$ cat config.mk
export PLATFORM = sky130hd
export DESIGN_NAME = mux_n_reg_flat
export DESIGN_NICKNAME = d
export VERILOG_FILES = /design/src/rtl/nrisc_pkg.sv /design/src/rtl/mux_n_reg_if.sv /design/src/rtl/mux_n_skid.sv /design/src/rtl/mux_n_reg.sv /design/src/flat_wrapper.sv
export SDC_FILE = /design/constraint.sdc
export NUM_CORES = 1
export LEC_CHECK = 0
export ABC_AREA = 1
export CAP_MARGIN = 20
export CORE_MARGIN = 2
export CORE_UTILIZATION = 30
export CTS_CLUSTER_DIAMETER = 60
export CTS_CLUSTER_SIZE = 25
export DETAILED_ROUTE_END_ITERATION = 7
export PLACE_DENSITY = 0.63
export SLEW_MARGIN = 20
export SYNTH_ARGS = -nofsm -noshare
export SYNTH_HDL_FRONTEND = slang
export SYNTH_SLANG_ARGS = --single-unit
$ cat constraint.sdc
create_clock -name clock -period 1.5 [get_ports clock]
set_input_delay 0.375 -clock clock [delete_from_list [all_inputs] [get_ports clock]]
set_output_delay 0.375 -clock clock [all_outputs]
set_load 0.02 [all_outputs]
$ cat src/rtl/nrisc_pkg.sv
`default_nettype none
// ============================================================================
// Module      : nrisc_pkg
// Description : Shared widths and a constant log2 helper for the nrisc datapath
// Revision    : 1.0 - initial release
// ============================================================================
package nrisc_pkg;

    localparam int W_DEF     = 3;
    localparam int SEL_W_DEF = 2;

    // Ceil(log2(value)), with a floor of 1 so a 2-way select still gets a bit
    function automatic int clog2_f(input int value);
        int r;
        r = 1;
        for (int i = 1; i < 31; i++) begin
            if ((1 << i) < value) r = i + 1;
        end
        return r;
    endfunction

endpackage
`default_nettype wire

$ cat src/rtl/mux_n_reg_if.sv
`default_nettype none
// ============================================================================
// Module      : mux_n_reg_if
// Description : Channel inputs, select and registered output of mux_n_reg.
//               err_cnt exists only when MUX_N_REG_ERRCNT_EN is defined.
// Revision    : 1.0 - initial release
// ============================================================================
interface mux_n_reg_if
    import nrisc_pkg::*;
#(
    parameter int N  = 3,
    parameter int W  = W_DEF,
    parameter int SW = SEL_W_DEF,
    parameter int CW = 8
);

    logic [N*W-1:0] entr;
    logic [N-1:0]   entr_valid;
    logic [N-1:0]   entr_ready;
    logic [SW-1:0]  sinal;
    logic [W-1:0]   saida;
    logic           saida_valid;
    logic           saida_ready;
    logic           sel_err;
`ifdef MUX_N_REG_ERRCNT_EN
    logic [CW-1:0]  err_cnt;
`endif

    modport master (
        output entr, entr_valid, sinal, saida_ready,
        input  entr_ready, saida, saida_valid, sel_err
`ifdef MUX_N_REG_ERRCNT_EN
        , input err_cnt
`endif
    );

    modport slave (
        input  entr, entr_valid, sinal, saida_ready,
        output entr_ready, saida, saida_valid, sel_err
`ifdef MUX_N_REG_ERRCNT_EN
        , output err_cnt
`endif
    );

endinterface
`default_nettype wire

$ cat src/rtl/mux_n_skid.sv
`default_nettype none
// ============================================================================
// Module      : mux_n_skid
// Description : W-bit output register plus one skid entry with valid/ready
// Revision    : 1.0 - initial release
// ============================================================================
module mux_n_skid #(
    parameter int W = 3
) (
    input  logic         clock,
    input  logic         reset,
    input  logic [W-1:0] i_data,
    input  logic         i_valid,
    output logic         o_ready,
    output logic [W-1:0] o_data,
    output logic         o_valid,
    input  logic         i_ready
);

    logic [W-1:0] r_main;
    logic [W-1:0] r_skid;
    logic         r_main_vld;
    logic         r_skid_full;
    logic         w_acc;
    logic         w_main_free;

    // Ready looks only at skid occupancy, so an accept can never coincide
    // with a skid drain; the skid refills one cycle later at the earliest.
    assign o_ready     = !r_skid_full;
    assign w_acc       = i_valid && !r_skid_full;
    assign w_main_free = !r_main_vld || i_ready;

    always_ff @(posedge clock) begin
        if (reset) begin
            r_main      <= '0;
            r_skid      <= '0;
            r_main_vld  <= 1'b0;
            r_skid_full <= 1'b0;
        end else if (w_main_free) begin
            if (r_skid_full) begin
                r_main      <= r_skid;
                r_main_vld  <= 1'b1;
                r_skid_full <= 1'b0;
            end else if (w_acc) begin
                r_main     <= i_data;
                r_main_vld <= 1'b1;
            end else begin
                r_main_vld <= 1'b0;
            end
        end else if (w_acc) begin
            r_skid      <= i_data;
            r_skid_full <= 1'b1;
        end
    end

    assign o_data  = r_main;
    assign o_valid = r_main_vld;

endmodule
`default_nettype wire

$ cat src/rtl/mux_n_reg.sv
`default_nettype none
// ============================================================================
// Module      : mux_n_reg
// Description : N-input W-bit registered selector with skid buffer and
//               out-of-range select detection. Define MUX_N_REG_ERRCNT_EN
//               to add the saturating err_cnt counter.
// Revision    : 1.0 - initial release
// ============================================================================
module mux_n_reg
    import nrisc_pkg::*;
#(
    parameter int N  = 3,
    parameter int W  = W_DEF,
    parameter int SW = clog2_f(N),
    parameter int CW = 8
) (
    input  logic        clock,
    input  logic        reset,
    mux_n_reg_if.slave  bus
);

    localparam logic [SW:0] C_N = (SW+1)'(N);

    logic [SW-1:0] w_sel_eff;
    logic          w_sel_oor;
    logic [W-1:0]  w_data;
    logic          w_in_valid;
    logic          w_skid_ready;
    logic          w_acc;
    logic          r_sel_err;

    // Out-of-range selects fall back to channel 0
    assign w_sel_oor  = ({1'b0, bus.sinal} >= C_N);
    assign w_sel_eff  = w_sel_oor ? '0 : bus.sinal;
    assign w_data     = bus.entr[int'(w_sel_eff)*W +: W];
    assign w_in_valid = bus.entr_valid[w_sel_eff] && !reset;
    assign w_acc      = w_in_valid && w_skid_ready;

    assign bus.entr_ready = (reset || !w_skid_ready) ? '0 : (N'(1) << w_sel_eff);

    mux_n_skid #(
        .W (W)
    ) u_skid (
        .clock   (clock),
        .reset   (reset),
        .i_data  (w_data),
        .i_valid (w_in_valid),
        .o_ready (w_skid_ready),
        .o_data  (bus.saida),
        .o_valid (bus.saida_valid),
        .i_ready (bus.saida_ready)
    );

    always_ff @(posedge clock) begin
        if (reset) begin
            r_sel_err <= 1'b0;
        end else if (w_acc && w_sel_oor) begin
            r_sel_err <= 1'b1;
        end
    end

    assign bus.sel_err = r_sel_err;

`ifdef MUX_N_REG_ERRCNT_EN
    logic [CW-1:0] r_err_cnt;

    always_ff @(posedge clock) begin
        if (reset) begin
            r_err_cnt <= '0;
        end else if (w_acc && w_sel_oor && (r_err_cnt != {CW{1'b1}})) begin
            r_err_cnt <= r_err_cnt + 1'b1;
        end
    end

    assign bus.err_cnt = r_err_cnt;
`endif

endmodule
`default_nettype wire

$ cat src/flat_wrapper.sv
// flat-port wrapper written by rule: the top's interface ports become plain ports
module mux_n_reg_flat import nrisc_pkg::*;
#(
    parameter int N  = 3,
    parameter int W  = W_DEF,
    parameter int SW = clog2_f(N),
    parameter int CW = 8
)
  (clock, reset, bus_entr, bus_entr_valid, bus_sinal, bus_saida_ready, bus_entr_ready, bus_saida, bus_saida_valid, bus_sel_err);
  mux_n_reg_if #(.N(N), .W(W), .SW(SW), .CW(CW)) bus_i ();
  input  logic clock;
  input  logic reset;
  input wire logic [$bits(bus_i.entr)-1:0] bus_entr;
  input wire logic [$bits(bus_i.entr_valid)-1:0] bus_entr_valid;
  input wire logic [$bits(bus_i.sinal)-1:0] bus_sinal;
  input wire logic [$bits(bus_i.saida_ready)-1:0] bus_saida_ready;
  output wire logic [$bits(bus_i.entr_ready)-1:0] bus_entr_ready;
  output wire logic [$bits(bus_i.saida)-1:0] bus_saida;
  output wire logic [$bits(bus_i.saida_valid)-1:0] bus_saida_valid;
  output wire logic [$bits(bus_i.sel_err)-1:0] bus_sel_err;
  assign bus_i.entr = bus_entr;
  assign bus_i.entr_valid = bus_entr_valid;
  assign bus_i.sinal = bus_sinal;
  assign bus_i.saida_ready = bus_saida_ready;
  assign bus_entr_ready = bus_i.entr_ready;
  assign bus_saida = bus_i.saida;
  assign bus_saida_valid = bus_i.saida_valid;
  assign bus_sel_err = bus_i.sel_err;
  mux_n_reg #(.N(N), .W(W), .SW(SW), .CW(CW)) u_core (.clock(clock), .reset(reset), .bus(bus_i));
endmodule
==> impl_metrics.tcl <==
set metrics [dict create \
    rows 15 \
    vias 616 \
    p_sw_share_pct 29.5 \
    rrSetupSlack_ns 0.42 \
    diodes 0 \
    cap_violations 0 \
    worstSetupEndpoint "bus_entr_ready[0]" \
    slew_headroom_pct 81.4 \
    drt_iter0_markers 14 \
    maxSlewViolCount 0 \
    reg2reg_to "u_core.u_skid.r_skid[2]" \
    fmax_ghz 0.691 \
    leakage_nw 0.454 \
    final_cell_mix "17 x inv_1, 14 x nor2_1, 13 x clkdlybuf4s50_1" \
    cp-start-kind "primary input" \
    ctsHoldBuffers 0 \
    syn-cell-area_um2 569 \
    min_path_type "flip-flop to flip-flop" \
    clkPwrFrac_pct 29.3 \
    finalCritPeriodShare_pct 96.5 \
    avgRoutedWirePerCell_um 8.64 \
    path_clk_slew_ns 0.06 \
    io_pins 25 \
    grt_pass1_vias 546 \
    ant_nets 0 \
    status "finished clean" \
    synth.largest_area_cell "dfxtp_1" \
    ys_types 12 \
    overflow 0 \
    nNetsFinal 147 \
    worst_ep_arrival_time_ns 1.07 \
    layout-drive-gt1-share_pct 23.2 \
    cpPeakStageDelay_ns 0.26 \
    cts_tree "done" \
    syn_avg_cell_area_um2 6.47 \
    cts_root_buf "clkbuf_4" \
    cp_top_family "buffers and inverters" \
    rr_worst_depth 5 \
    fin_crit_ns 1.45 \
    dp_hpwl_mm 1.05 \
    worstPathMaxFanout 3 \
    crit_slowest_cell "ha_1" \
    grt_util_met3_pct 1.51 \
    yosysTopAreaCellShare_pct 31.6 \
    reg2reg_from "u_core.u_skid.r_skid_full" \
    seqCellArea_um2 180 \
    initial_core_util_pct 32.3 \
    grt_max_degree 8 \
    die-area_um2 2260 \
    internal-power_uw 452 \
    path_depth 6 \
    worstPathRequired_ns 1.12 \
    insertion_delay_ns 0.26 \
    p_sw_uw 189 \
    top_usage_layer "met2" \
    cts_buffer_depth 2 \
    n_fill_cell 184 \
    final_cell_area_um2 930 \
    post-cts-setup-buffers 0 \
    port_buffers 24 \
    ys.warnings.count 0 \
    ys_ff_latch 9 \
    worstPathCellList "buf_2 > inv_1 > ha_1 > inv_1 > nor2_1 > buf_4" \
    finalHoldViolations 0 \
    fp.dieH_um 47.6 \
    numCtsBuffers 3 \
    dpl-instance-area_um2 908 \
    cp-startpoint "bus_sinal[0]" \
    core_area_um2 1760 \
    final_common_cell "inv_1" \
    tightest_slew_ns 0.276 \
    globalplace.congestion 0.691 \
    crit_path_frequent_cell "inv_1" \
    syn-instance-count 88 \
    endpoint_kind "output pin" \
    grt_first_pass_wirelength_mm 2.04 \
    finalSetupViolations 0 \
    viasPerCell 4.11 \
    wirelength_mm 1.30 \
    antenna_found_initial 0 \
    area_growth_pct 63.3 \
    die_w_um 47.6 \
    yosysSeqAreaShare_pct 31.6 \
    p_seq_share_pct 40.2 \
    drcViolationCount 0 \
    ir_drop_v 0.000249 \
    dp.cells 146 \
    p_per_area_nw_per_um2 689 \
    holdWs_ns 0.448 \
    comb_power_share_pct 30.5 \
    skew_ns 0.000457 \
    grtUsageTotal_pct 13.0 \
    htree_levels 1 \
    critical_path_class "primary input to output pin" \
    synth_area_leaders "dfxtp_1 32%, inv_1 13%, o21ai_0 11%" \
    use_met1_pct 13.0 \
    rsz0062_at_grt "false" \
    layoutNonFillerInstCount 150 \
    multi_input_area_um2 334 \
    clock_sinks 9 \
    critical_path_buf_inv_count 4 \
    synth_fp_nets 109 \
    use_met2_pct 24.3 \
    drt_pre_antenna_iters 4 \
]
## layout make-up
class	instances	area share (%)
multi-input cells	59	35.9
flip-flops and latches	9	19.4
inverters	20	8.08
well taps	25	3.36
repair buffers	33	30.4
clock buffers	4	2.83
## repair_timing
action                                 in CTS  in global routing
endpoints found under the hold margin       0                  0
pin swaps                                   2                  1
setup endpoints to repair                  17                  5
resized for setup                          34                  1
## layer usage
metal	wire length [µm]	up-vias
met1	550	243
met5	0	-
met3	107	4
li1	-	346
met2	622	23
met4	14	0
## kinds of logic after synthesis
group                      synth area share [%]
AOI/OAI and AO/OA                          14.9
and+or+nand+nor                            31.4
DFF                                        31.6
buffers and inverters                      13.2
adders and majority gates                  8.79
## sequential cells by signal, indices dropped and copies added (netlist names)
signal                     flops
u_core.u_skid.o_data           3
u_core.u_skid.r_skid           3
u_core.bus.sel_err             1
u_core.u_skid.o_valid          1
u_core.u_skid.r_skid_full      1
## tightest hold or removal path: stages, from the launching register on
cell     delay [ns]
dfxtp_1        0.31
inv_1          0.04
a21oi_1        0.05
## cells in the mapped netlist
master / count
nor2_1: 15
nand2_1: 11
o21ai_0: 13
inv_2: 1
nand3_2: 1
nand2_4: 2
dfxtp_1: 9
nand2_2: 3
ha_1: 4
a21oi_1: 4
nand3_1: 6
inv_1: 19
## power groups by stage
stage / logic (mW) / registers [mW] / clock network [mW]
2_1_floorplan: 0.0830 / 0.277 / 0
3_3_place_gp: 0.203 / 0.262 / 0
3_5_place_dp: 0.205 / 0.263 / 0
4_1_cts: 0.199 / 0.258 / 0.196
5_1_grt: 0.219 / 0.259 / 0.207
6_report: 0.196 / 0.257 / 0.188
## worst min path at each step
stage | start | cells past startpoint | slack (ns) | to
2_1_floorplan | u_core.u_skid.r_skid[2] | 2 | 0.42 | u_core.u_skid.r_skid[2]
3_3_place_gp | u_core.u_skid.r_skid[1] | 2 | 0.43 | u_core.u_skid.r_skid[1]
3_5_place_dp | u_core.u_skid.r_skid[0] | 2 | 0.44 | u_core.u_skid.r_skid[0]
4_1_cts | u_core.u_skid.r_skid[0] | 2 | 0.45 | u_core.u_skid.r_skid[0]
5_1_grt | u_core.bus.sel_err | 2 | 0.48 | u_core.bus.sel_err
6_report | u_core.bus.sel_err | 2 | 0.45 | u_core.bus.sel_err
## through the flow
step	TNS, ns	power (mW)	utilization [%]	worst slack [ns]
final	0	0.641	52.7	0.0527
after global routing	0	0.686	52.7	0.00781
after CTS	-0.00595	0.652	53.0	-0.00595
after detailed placement	-6.87	0.468	51.5	-0.825
after global placement	-6.56	0.465	51.5	-0.782
after floorplan	0	0.360	-	0.105
Power figures use the tool's default switching activity.
